==> src/rtl/acc_seq_pkg.sv <==
// Shared types and defaults for the per-lane weight accumulator sequencer.
//
// Lane geometry normally comes from the project-wide DEF.sv macros. When this
// slice is built on its own those macros are absent, so fallbacks are defined
// here to let the block elaborate stand-alone.
`ifndef DIM_C
`define DIM_C 4
`endif
`ifndef WEIGHT_WIDTH
`define WEIGHT_WIDTH 8
`endif
`ifndef ACC_WIDTH
`define ACC_WIDTH 16
`endif

package acc_seq_pkg;

  localparam int P_DIM_C        = `DIM_C;
  localparam int P_WEIGHT_WIDTH = `WEIGHT_WIDTH;
  localparam int P_ACC_WIDTH    = `ACC_WIDTH;
  localparam int P_LEN_W        = 8;

  // Sequencer states; 3 bits so the debug port width is fixed.
  typedef enum logic [2:0] {
    IDLE   = 3'd0,
    CLEAR  = 3'd1,
    ACCUM  = 3'd2,
    SETTLE = 3'd3,
    OUT    = 3'd4
  } acc_seq_state_e;

  typedef logic [P_LEN_W-1:0]                    len_t;
  typedef logic [P_DIM_C*P_WEIGHT_WIDTH-1:0]     wvec_t;
  typedef logic [P_DIM_C*P_ACC_WIDTH-1:0]        svec_t;

endpackage

==> src/rtl/acc_weight_seq_if.sv <==
// Bundle of every non-clock signal of acc_weight_seq.
//
// Handshake rule for all three streams (cfg, in, out): a transfer happens on
// the rising clk edge where valid && ready are both high. The source holds
// valid and its payload stable until that edge; ready may be high without
// valid and carries no obligation.
//
//   cfg_valid/cfg_ready/cfg_len : job request, cfg_len = number of beats
//   in_valid/in_ready/in_val    : weight vector stream
//   acc_en/acc_clear/acc_val    : command side of the external accumulator
//   acc_sum                     : accumulator registered sum
//   out_valid/out_ready/out_sum : captured job result
//   busy                        : sequencer not idle
//   dbg_state/dbg_count         : FSM state and beat counter for observation
//
// slave  = the sequencer side, master = the environment side.
interface acc_weight_seq_if
  import acc_seq_pkg::*;
#(
  parameter int DIM_C        = P_DIM_C,
  parameter int WEIGHT_WIDTH = P_WEIGHT_WIDTH,
  parameter int ACC_WIDTH    = P_ACC_WIDTH,
  parameter int LEN_W        = P_LEN_W
);

  logic                          cfg_valid;
  logic                          cfg_ready;
  logic [LEN_W-1:0]              cfg_len;
  logic                          in_valid;
  logic                          in_ready;
  logic [DIM_C*WEIGHT_WIDTH-1:0] in_val;
  logic                          acc_en;
  logic                          acc_clear;
  logic [DIM_C*WEIGHT_WIDTH-1:0] acc_val;
  logic [DIM_C*ACC_WIDTH-1:0]    acc_sum;
  logic                          out_valid;
  logic                          out_ready;
  logic [DIM_C*ACC_WIDTH-1:0]    out_sum;
  logic                          busy;
  acc_seq_state_e                dbg_state;
  logic [LEN_W-1:0]              dbg_count;

  modport slave (
    input  cfg_valid, cfg_len, in_valid, in_val, acc_sum, out_ready,
    output cfg_ready, in_ready, acc_en, acc_clear, acc_val,
           out_valid, out_sum, busy, dbg_state, dbg_count
  );

  modport master (
    output cfg_valid, cfg_len, in_valid, in_val, acc_sum, out_ready,
    input  cfg_ready, in_ready, acc_en, acc_clear, acc_val,
           out_valid, out_sum, busy, dbg_state, dbg_count
  );

endinterface

==> src/rtl/acc_beat_counter.sv <==
// Beat counter for one accumulation job.
//
//   clk, rst  : clock, synchronous active-high reset
//   load_i    : start of job, latch len_i and zero the count
//   inc_i     : one beat accepted
//   len_i     : job length in beats
//   last_o    : the current count is the final beat index (len-1)
//   zero_o    : the latched job length is zero
//   count_o   : beats accepted so far
module acc_beat_counter
  import acc_seq_pkg::*;
#(
  parameter int LEN_W = P_LEN_W
) (
  input  logic             clk,
  input  logic             rst,
  input  logic             load_i,
  input  logic             inc_i,
  input  logic [LEN_W-1:0] len_i,
  output logic             last_o,
  output logic             zero_o,
  output logic [LEN_W-1:0] count_o
);

  logic [LEN_W-1:0] count_q;
  logic [LEN_W-1:0] len_q;

  always_ff @(posedge clk) begin
    if (rst) begin
      count_q <= '0;
      len_q   <= '0;
    end else if (load_i) begin
      count_q <= '0;
      len_q   <= len_i;
    end else if (inc_i) begin
      count_q <= count_q + LEN_W'(1);
    end
  end

  // For len_q == 0 the compare target wraps to all ones; harmless because the
  // sequencer never enters the beat phase for an empty job, and the count never
  // passes len_q-1, so it cannot wrap either.
  assign last_o  = (count_q == (len_q - LEN_W'(1)));
  assign zero_o  = (len_q == '0);
  assign count_o = count_q;

endmodule

==> src/rtl/acc_weight_seq.sv <==
// Sequencer for the per-lane weight accumulator.
//
// A job of N beats first clears the accumulator for one cycle, then steers
// exactly N weight vectors into it, waits one cycle for the accumulator's
// registered sum to include the last beat, captures that sum and offers it on
// the result port until it is taken.
//
//   clk  : clock
//   rst  : synchronous active-high reset; aborts any job in flight
//   bus  : acc_weight_seq_if.slave -- cfg, in, accumulator, out streams,
//          busy and debug state/count
module acc_weight_seq
  import acc_seq_pkg::*;
#(
  parameter int DIM_C        = P_DIM_C,
  parameter int WEIGHT_WIDTH = P_WEIGHT_WIDTH,
  parameter int ACC_WIDTH    = P_ACC_WIDTH,
  parameter int LEN_W        = P_LEN_W
) (
  input  logic               clk,
  input  logic               rst,
  acc_weight_seq_if.slave    bus
);

  acc_seq_state_e                state_q, state_d;
  logic [DIM_C*ACC_WIDTH-1:0]    out_sum_q;
  logic [DIM_C*WEIGHT_WIDTH-1:0] acc_val_w;
  logic [LEN_W-1:0]              count_w;

  logic cfg_ready_c, in_ready_c, acc_en_c, clear_c, out_valid_c;
  logic load_c, inc_c, capture_c, last_c, zero_c;

  acc_beat_counter #(.LEN_W(LEN_W)) u_cnt (
    .clk     (clk),
    .rst     (rst),
    .load_i  (load_c),
    .inc_i   (inc_c),
    .len_i   (bus.cfg_len),
    .last_o  (last_c),
    .zero_o  (zero_c),
    .count_o (count_w)
  );

  always_ff @(posedge clk) begin
    if (rst) state_q <= IDLE;
    else     state_q <= state_d;
  end

  // SETTLE is the first cycle in which the accumulator's registered sum
  // includes the final beat, so the capture happens on that edge.
  always_ff @(posedge clk) begin
    if (rst)            out_sum_q <= '0;
    else if (capture_c) out_sum_q <= bus.acc_sum;
  end

  always_comb begin
    state_d     = state_q;
    cfg_ready_c = 1'b0;
    in_ready_c  = 1'b0;
    acc_en_c    = 1'b0;
    clear_c     = 1'b0;
    out_valid_c = 1'b0;
    load_c      = 1'b0;
    inc_c       = 1'b0;
    capture_c   = 1'b0;
    case (state_q)
      IDLE: begin
        cfg_ready_c = 1'b1;
        if (bus.cfg_valid) begin
          load_c  = 1'b1;
          state_d = CLEAR;
        end
      end
      CLEAR: begin
        clear_c = 1'b1;
        state_d = zero_c ? SETTLE : ACCUM;
      end
      ACCUM: begin
        in_ready_c = 1'b1;
        // Gated by rst so enable never overlaps the reset-time clear.
        if (bus.in_valid && !rst) begin
          acc_en_c = 1'b1;
          inc_c    = 1'b1;
          if (last_c) state_d = SETTLE;
        end
      end
      SETTLE: begin
        capture_c = 1'b1;
        state_d   = OUT;
      end
      OUT: begin
        out_valid_c = 1'b1;
        if (bus.out_ready) state_d = IDLE;
      end
      default: state_d = IDLE;
    endcase
  end

  // The weight vector is passed straight through; acc_en alone decides whether
  // the accumulator consumes it.
  assign acc_val_w     = bus.in_val;

  assign bus.cfg_ready = cfg_ready_c;
  assign bus.in_ready  = in_ready_c;
  assign bus.acc_en    = acc_en_c;
  assign bus.acc_clear = clear_c | rst;
  assign bus.acc_val   = acc_val_w;
  assign bus.out_valid = out_valid_c;
  assign bus.out_sum   = out_sum_q;
  assign bus.busy      = (state_q != IDLE);
  assign bus.dbg_state = state_q;
  assign bus.dbg_count = count_w;

endmodule

==> src/flat_wrapper.sv <==
// flat-port wrapper written by rule: the top's interface ports become plain ports
module acc_weight_seq_flat import acc_seq_pkg::*;
#(
  parameter int DIM_C        = P_DIM_C,
  parameter int WEIGHT_WIDTH = P_WEIGHT_WIDTH,
  parameter int ACC_WIDTH    = P_ACC_WIDTH,
  parameter int LEN_W        = P_LEN_W
)
  (clk, rst, bus_cfg_valid, bus_cfg_len, bus_in_valid, bus_in_val, bus_acc_sum, bus_out_ready, bus_cfg_ready, bus_in_ready, bus_acc_en, bus_acc_clear, bus_acc_val, bus_out_valid, bus_out_sum, bus_busy, bus_dbg_state, bus_dbg_count);
  acc_weight_seq_if #(.DIM_C(DIM_C), .WEIGHT_WIDTH(WEIGHT_WIDTH), .ACC_WIDTH(ACC_WIDTH), .LEN_W(LEN_W)) bus_i ();
  input  logic clk;
  input  logic rst;
  input wire logic [$bits(bus_i.cfg_valid)-1:0] bus_cfg_valid;
  input wire logic [$bits(bus_i.cfg_len)-1:0] bus_cfg_len;
  input wire logic [$bits(bus_i.in_valid)-1:0] bus_in_valid;
  input wire logic [$bits(bus_i.in_val)-1:0] bus_in_val;
  input wire logic [$bits(bus_i.acc_sum)-1:0] bus_acc_sum;
  input wire logic [$bits(bus_i.out_ready)-1:0] bus_out_ready;
  output wire logic [$bits(bus_i.cfg_ready)-1:0] bus_cfg_ready;
  output wire logic [$bits(bus_i.in_ready)-1:0] bus_in_ready;
  output wire logic [$bits(bus_i.acc_en)-1:0] bus_acc_en;
  output wire logic [$bits(bus_i.acc_clear)-1:0] bus_acc_clear;
  output wire logic [$bits(bus_i.acc_val)-1:0] bus_acc_val;
  output wire logic [$bits(bus_i.out_valid)-1:0] bus_out_valid;
  output wire logic [$bits(bus_i.out_sum)-1:0] bus_out_sum;
  output wire logic [$bits(bus_i.busy)-1:0] bus_busy;
  output wire logic [$bits(bus_i.dbg_state)-1:0] bus_dbg_state;
  output wire logic [$bits(bus_i.dbg_count)-1:0] bus_dbg_count;
  assign bus_i.cfg_valid = bus_cfg_valid;
  assign bus_i.cfg_len = bus_cfg_len;
  assign bus_i.in_valid = bus_in_valid;
  assign bus_i.in_val = bus_in_val;
  assign bus_i.acc_sum = bus_acc_sum;
  assign bus_i.out_ready = bus_out_ready;
  assign bus_cfg_ready = bus_i.cfg_ready;
  assign bus_in_ready = bus_i.in_ready;
  assign bus_acc_en = bus_i.acc_en;
  assign bus_acc_clear = bus_i.acc_clear;
  assign bus_acc_val = bus_i.acc_val;
  assign bus_out_valid = bus_i.out_valid;
  assign bus_out_sum = bus_i.out_sum;
  assign bus_busy = bus_i.busy;
  assign bus_dbg_state = bus_i.dbg_state;
  assign bus_dbg_count = bus_i.dbg_count;
  acc_weight_seq #(.DIM_C(DIM_C), .WEIGHT_WIDTH(WEIGHT_WIDTH), .ACC_WIDTH(ACC_WIDTH), .LEN_W(LEN_W)) u_core (.clk(clk), .rst(rst), .bus(bus_i));
endmodule
==> config.mk <==
export PLATFORM = sky130hd
export DESIGN_NAME = acc_weight_seq_flat
export DESIGN_NICKNAME = d
export VERILOG_FILES = /design/src/rtl/acc_seq_pkg.sv /design/src/rtl/acc_weight_seq_if.sv /design/src/rtl/acc_beat_counter.sv /design/src/rtl/acc_weight_seq.sv /design/src/flat_wrapper.sv
export SDC_FILE = /design/constraint.sdc
export NUM_CORES = 1
export LEC_CHECK = 0
export ABC_AREA = 1
export CAP_MARGIN = 20
export CORE_AREA = 2 2 87 89
export CTS_CLUSTER_DIAMETER = 120
export DETAILED_ROUTE_END_ITERATION = 10
export DIE_AREA = 0 0 89 91
export DONT_BUFFER_PORTS = 1
export PLACE_DENSITY = 0.76
export SYNTH_ARGS = -nofsm -noshare
export SYNTH_HDL_FRONTEND = slang
export SYNTH_SLANG_ARGS = --single-unit
==> constraint.sdc <==
create_clock -name clk -period 1.8 [get_ports clk]
set_input_delay 0.18 -clock clk [delete_from_list [all_inputs] [get_ports clk]]
set_output_delay 0.18 -clock clk [all_outputs]
set_load 0.005 [all_outputs]
==> results.sh <==
export IMPL_clkLatencyLatePin_ns=0.36
export IMPL_n_fill_cell=635
export IMPL_p_per_area_nw_per_um2=1200
export IMPL_multi_input_area_um2=1490
export IMPL_finalSetupViolCount=0
export IMPL_core_um2=7140
export IMPL_pin_count=222
export IMPL_netlist_instances=489
export IMPL_fmax_ghz=0.605
export IMPL_io_buffers=0
export IMPL_cts_root_buf="clkbuf_8"
export IMPL_crit_type="reg2reg"
export IMPL_start_kind="flop"
export IMPL_status="complete, no violations"
export IMPL_dpl_hpwl_um=5770
export IMPL_place_congestion=0.878
export IMPL_totalWireLength_um=9260
export IMPL_cts_buffers=9
export IMPL_htree_levels=3
export IMPL_final_common_cell="nor2_1"
export IMPL_max_slew_margin_pct=76.7
export IMPL_die_w_um=89
export IMPL_areaGrowthSynthToFinish_pct=18.9
export IMPL_clockBufferDepth=2
export IMPL_antenna_cells=0
export IMPL_drt_iter0_drc=87
export IMPL_drive_above_1_share_pct=7.35
export IMPL_worst_pin_slew_ns=0.347
export IMPL_synth_ff_latch_count=83
export IMPL_final_area_um2=4270
export IMPL_slew_viol_final=0
export IMPL_p_int_mw=3.31
export IMPL_grt_pass1_vias=3185
export IMPL_grt_max_degree=65
export IMPL_final_nets=624
export IMPL_pwr_share_seq_pct=46.5
export IMPL_die_h_um=91
export IMPL_rows=31
export IMPL_yosysWarnings=0
export IMPL_p_switching_mw=1.82
export IMPL_ant_nets=0
export IMPL_start_util_pct=50.2
export IMPL_setup_worst_path_end_class="flop"
export IMPL_cts_setup_buffers=0
export IMPL_vias_per_cell=5.11
export IMPL_combinationalPowerShare_pct=25.6
export IMPL_final_cell_mix="nor2_1 (144), dfxtp_1 (82), o21ai_0 (63), dlygate4sd3_1 (60), nand2_1 (51)"
export IMPL_grt_pass1_wl_um=14600
export IMPL_synth_cell_types=32
export IMPL_drt_pass1_iter_count=4
export IMPL_gr_total_overflow=0
export IMPL_fin_crit_sh_pct=91.8
export IMPL_cts_sinks=83
export IMPL_wl_per_cell_um=15.0
export IMPL_layout_min_cycle_time_ns=1.65
export IMPL_seq_area_frac_synth_pct=46.3
export IMPL_grtUsageTotal_pct=22.9
export IMPL_rsz0062_at_grt="no"
export IMPL_syn_nets=601
export IMPL_vias=3149
export IMPL_critPathArrivalTime_ns=1.89
export IMPL_die_area_um2=8100
export IMPL_drc_errors=0
export IMPL_required_ns=2.04
export IMPL_swShare_pct=35.4
export IMPL_regArea_um2=1660
export IMPL_power_leakage_nw=1.68
export IMPL_path_max_fanout=5
export IMPL_antenna_found_initial=0
export IMPL_skew_ns=0.0164
export IMPL_netlist_area_um2=3590
export IMPL_maxCapViolCount=0
export IMPL_syn_mean_instance_area_um2=7.33
export IMPL_hold_violations=0
export IMPL_p_clk_share_pct=27.9
export IMPL_min_path_type="in2reg"
export IMPL_max_vdd_ir_drop_uv=712
export IMPL_fin_setup_tns_ns=0
export IMPL_cts_tree="built"
export IMPL_path_clk_slew_ns=0.10
export IMPL_dpl_instance_area_um2=3450
==> final timing paths <==
path,cells after the start,slack [ns],endpoint,start
min,2,0.008,u_core.bus.out_sum[2],bus_acc_sum[2]
min reg2reg,2,0.51,u_core.u_cnt.len_q[7],u_core.u_cnt.len_q[7]
max reg2reg,6,0.15,u_core.u_cnt.len_q[7],u_core.bus.dbg_state[2]
max,6,0.15,u_core.u_cnt.len_q[7],u_core.bus.dbg_state[2]
==> cell usage after synthesis <==
library cell / number / share of area, %
a211oi_1: 1 / 0.21
a21oi_1: 13 / 1.8
a21oi_2: 1 / 0.24
a31oi_1: 1 / 0.17
buf_1: 2 / 0.21
buf_2: 5 / 0.70
buf_4: 34 / 7.1
clkbuf_1: 12 / 1.3
clkbuf_2: 1 / 0.14
dfxtp_1: 83 / 46
ha_1: 3 / 1.0
inv_1: 23 / 2.4
inv_2: 4 / 0.42
nand2_1: 51 / 5.3
nand2_2: 2 / 0.35
nand2_4: 2 / 0.63
nand3_1: 15 / 2.1
nand3b_1: 2 / 0.42
nand3b_2: 1 / 0.31
nand4_1: 1 / 0.17
nor2_1: 145 / 15
nor2_4: 2 / 0.63
nor3_1: 4 / 0.56
nor3_4: 1 / 0.45
nor3b_1: 2 / 0.42
nor4_1: 1 / 0.17
o211ai_1: 1 / 0.21
o21a_1: 1 / 0.21
o21ai_0: 63 / 8.8
o21ai_1: 9 / 1.3
xnor2_1: 2 / 0.49
xor2_1: 1 / 0.24
==> worst max-delay path, stage by stage, from the launching register on <==
cell and delay, ns:
dfxtp_1 0.50, inv_2 0.11, nand2_1 0.17, inv_2 0.09
nand3_1 0.07, dlygate4sd3_1 0.55, a21oi_1 0.06
==> stage by stage <==
step                      instances  setup slack [ns]  util, %  hold slack, ns  power [mW]
after floorplan                 489             0.446        -           0.249        3.38
after global placement          540             0.308     48.3           0.250        3.54
after detailed placement        540             0.256     48.3           0.253        3.58
after CTS                       615            0.0783     59.6        0.000944        5.13
after global routing            616            0.0267     59.8         0.00485        5.48
final                           616             0.148     59.8         0.00817        5.13
==> flip-flops by register name, summed over array words and instances (netlist names) <==
register / flops
u_core.u_cnt.count_o: 8
u_core.bus.out_sum: 64
u_core.bus.dbg_state: 3
u_core.u_cnt.len_q: 8
==> power by group through the flow <==
stage | Clock, mW | Sequential (mW) | Combinational, mW
2_1_floorplan | 0 | 2.34 | 1.04
3_3_place_gp | 0 | 2.41 | 1.13
3_5_place_dp | 0 | 2.41 | 1.17
4_1_cts | 1.47 | 2.37 | 1.28
5_1_grt | 1.55 | 2.42 | 1.52
6_report | 1.43 | 2.38 | 1.31
==> what timing repair did <==
item | CTS | global route
hold endpoints to repair | 60 | 1
resized for setup | 0 | 2
hold buffers | 59 | 1
endpoints found under the setup margin | 0 | 1
==> per-layer routing <==
metal,track usage [%],share of wire (%),routed length (um),vias to the layer above
met5,0,0,0,-
met3,9.45,9.2,850,21
li1,-,-,-,1569
met1,25.1,38,3550,1415
met4,7.34,2.0,187,0
met2,39.5,50,4670,144
==> logic make-up (layout without fill, tap and decap cells) <==
| logic type | after synthesis | after routing | synth area share [%] |
|---|---|---|---|
| AOI/OAI and AO/OA | 90 | 90 | 12.9 |
| xor gates and xnor gates | 3 | 3 | 0.733 |
| adders and majority gates | 3 | 3 | 1.05 |
| buffers and inverters | 81 | 109 | 12.2 |
| DFF | 83 | 83 | 46.3 |
| and+or+nand+nor | 229 | 229 | 26.7 |
==> layout make-up <==
class                           instances  share of cell area [%]
Tap cell                               99                    2.90
Clock buffer                            9                    2.90
Inverter                               27                    2.38
Multi-Input combinational cell        325                    35.0
Sequential cell                        83                    39.0
Clock inverter                          7                    2.11
Timing Repair Buffer                   66                    15.7
(Power assumes the default switching activity.)
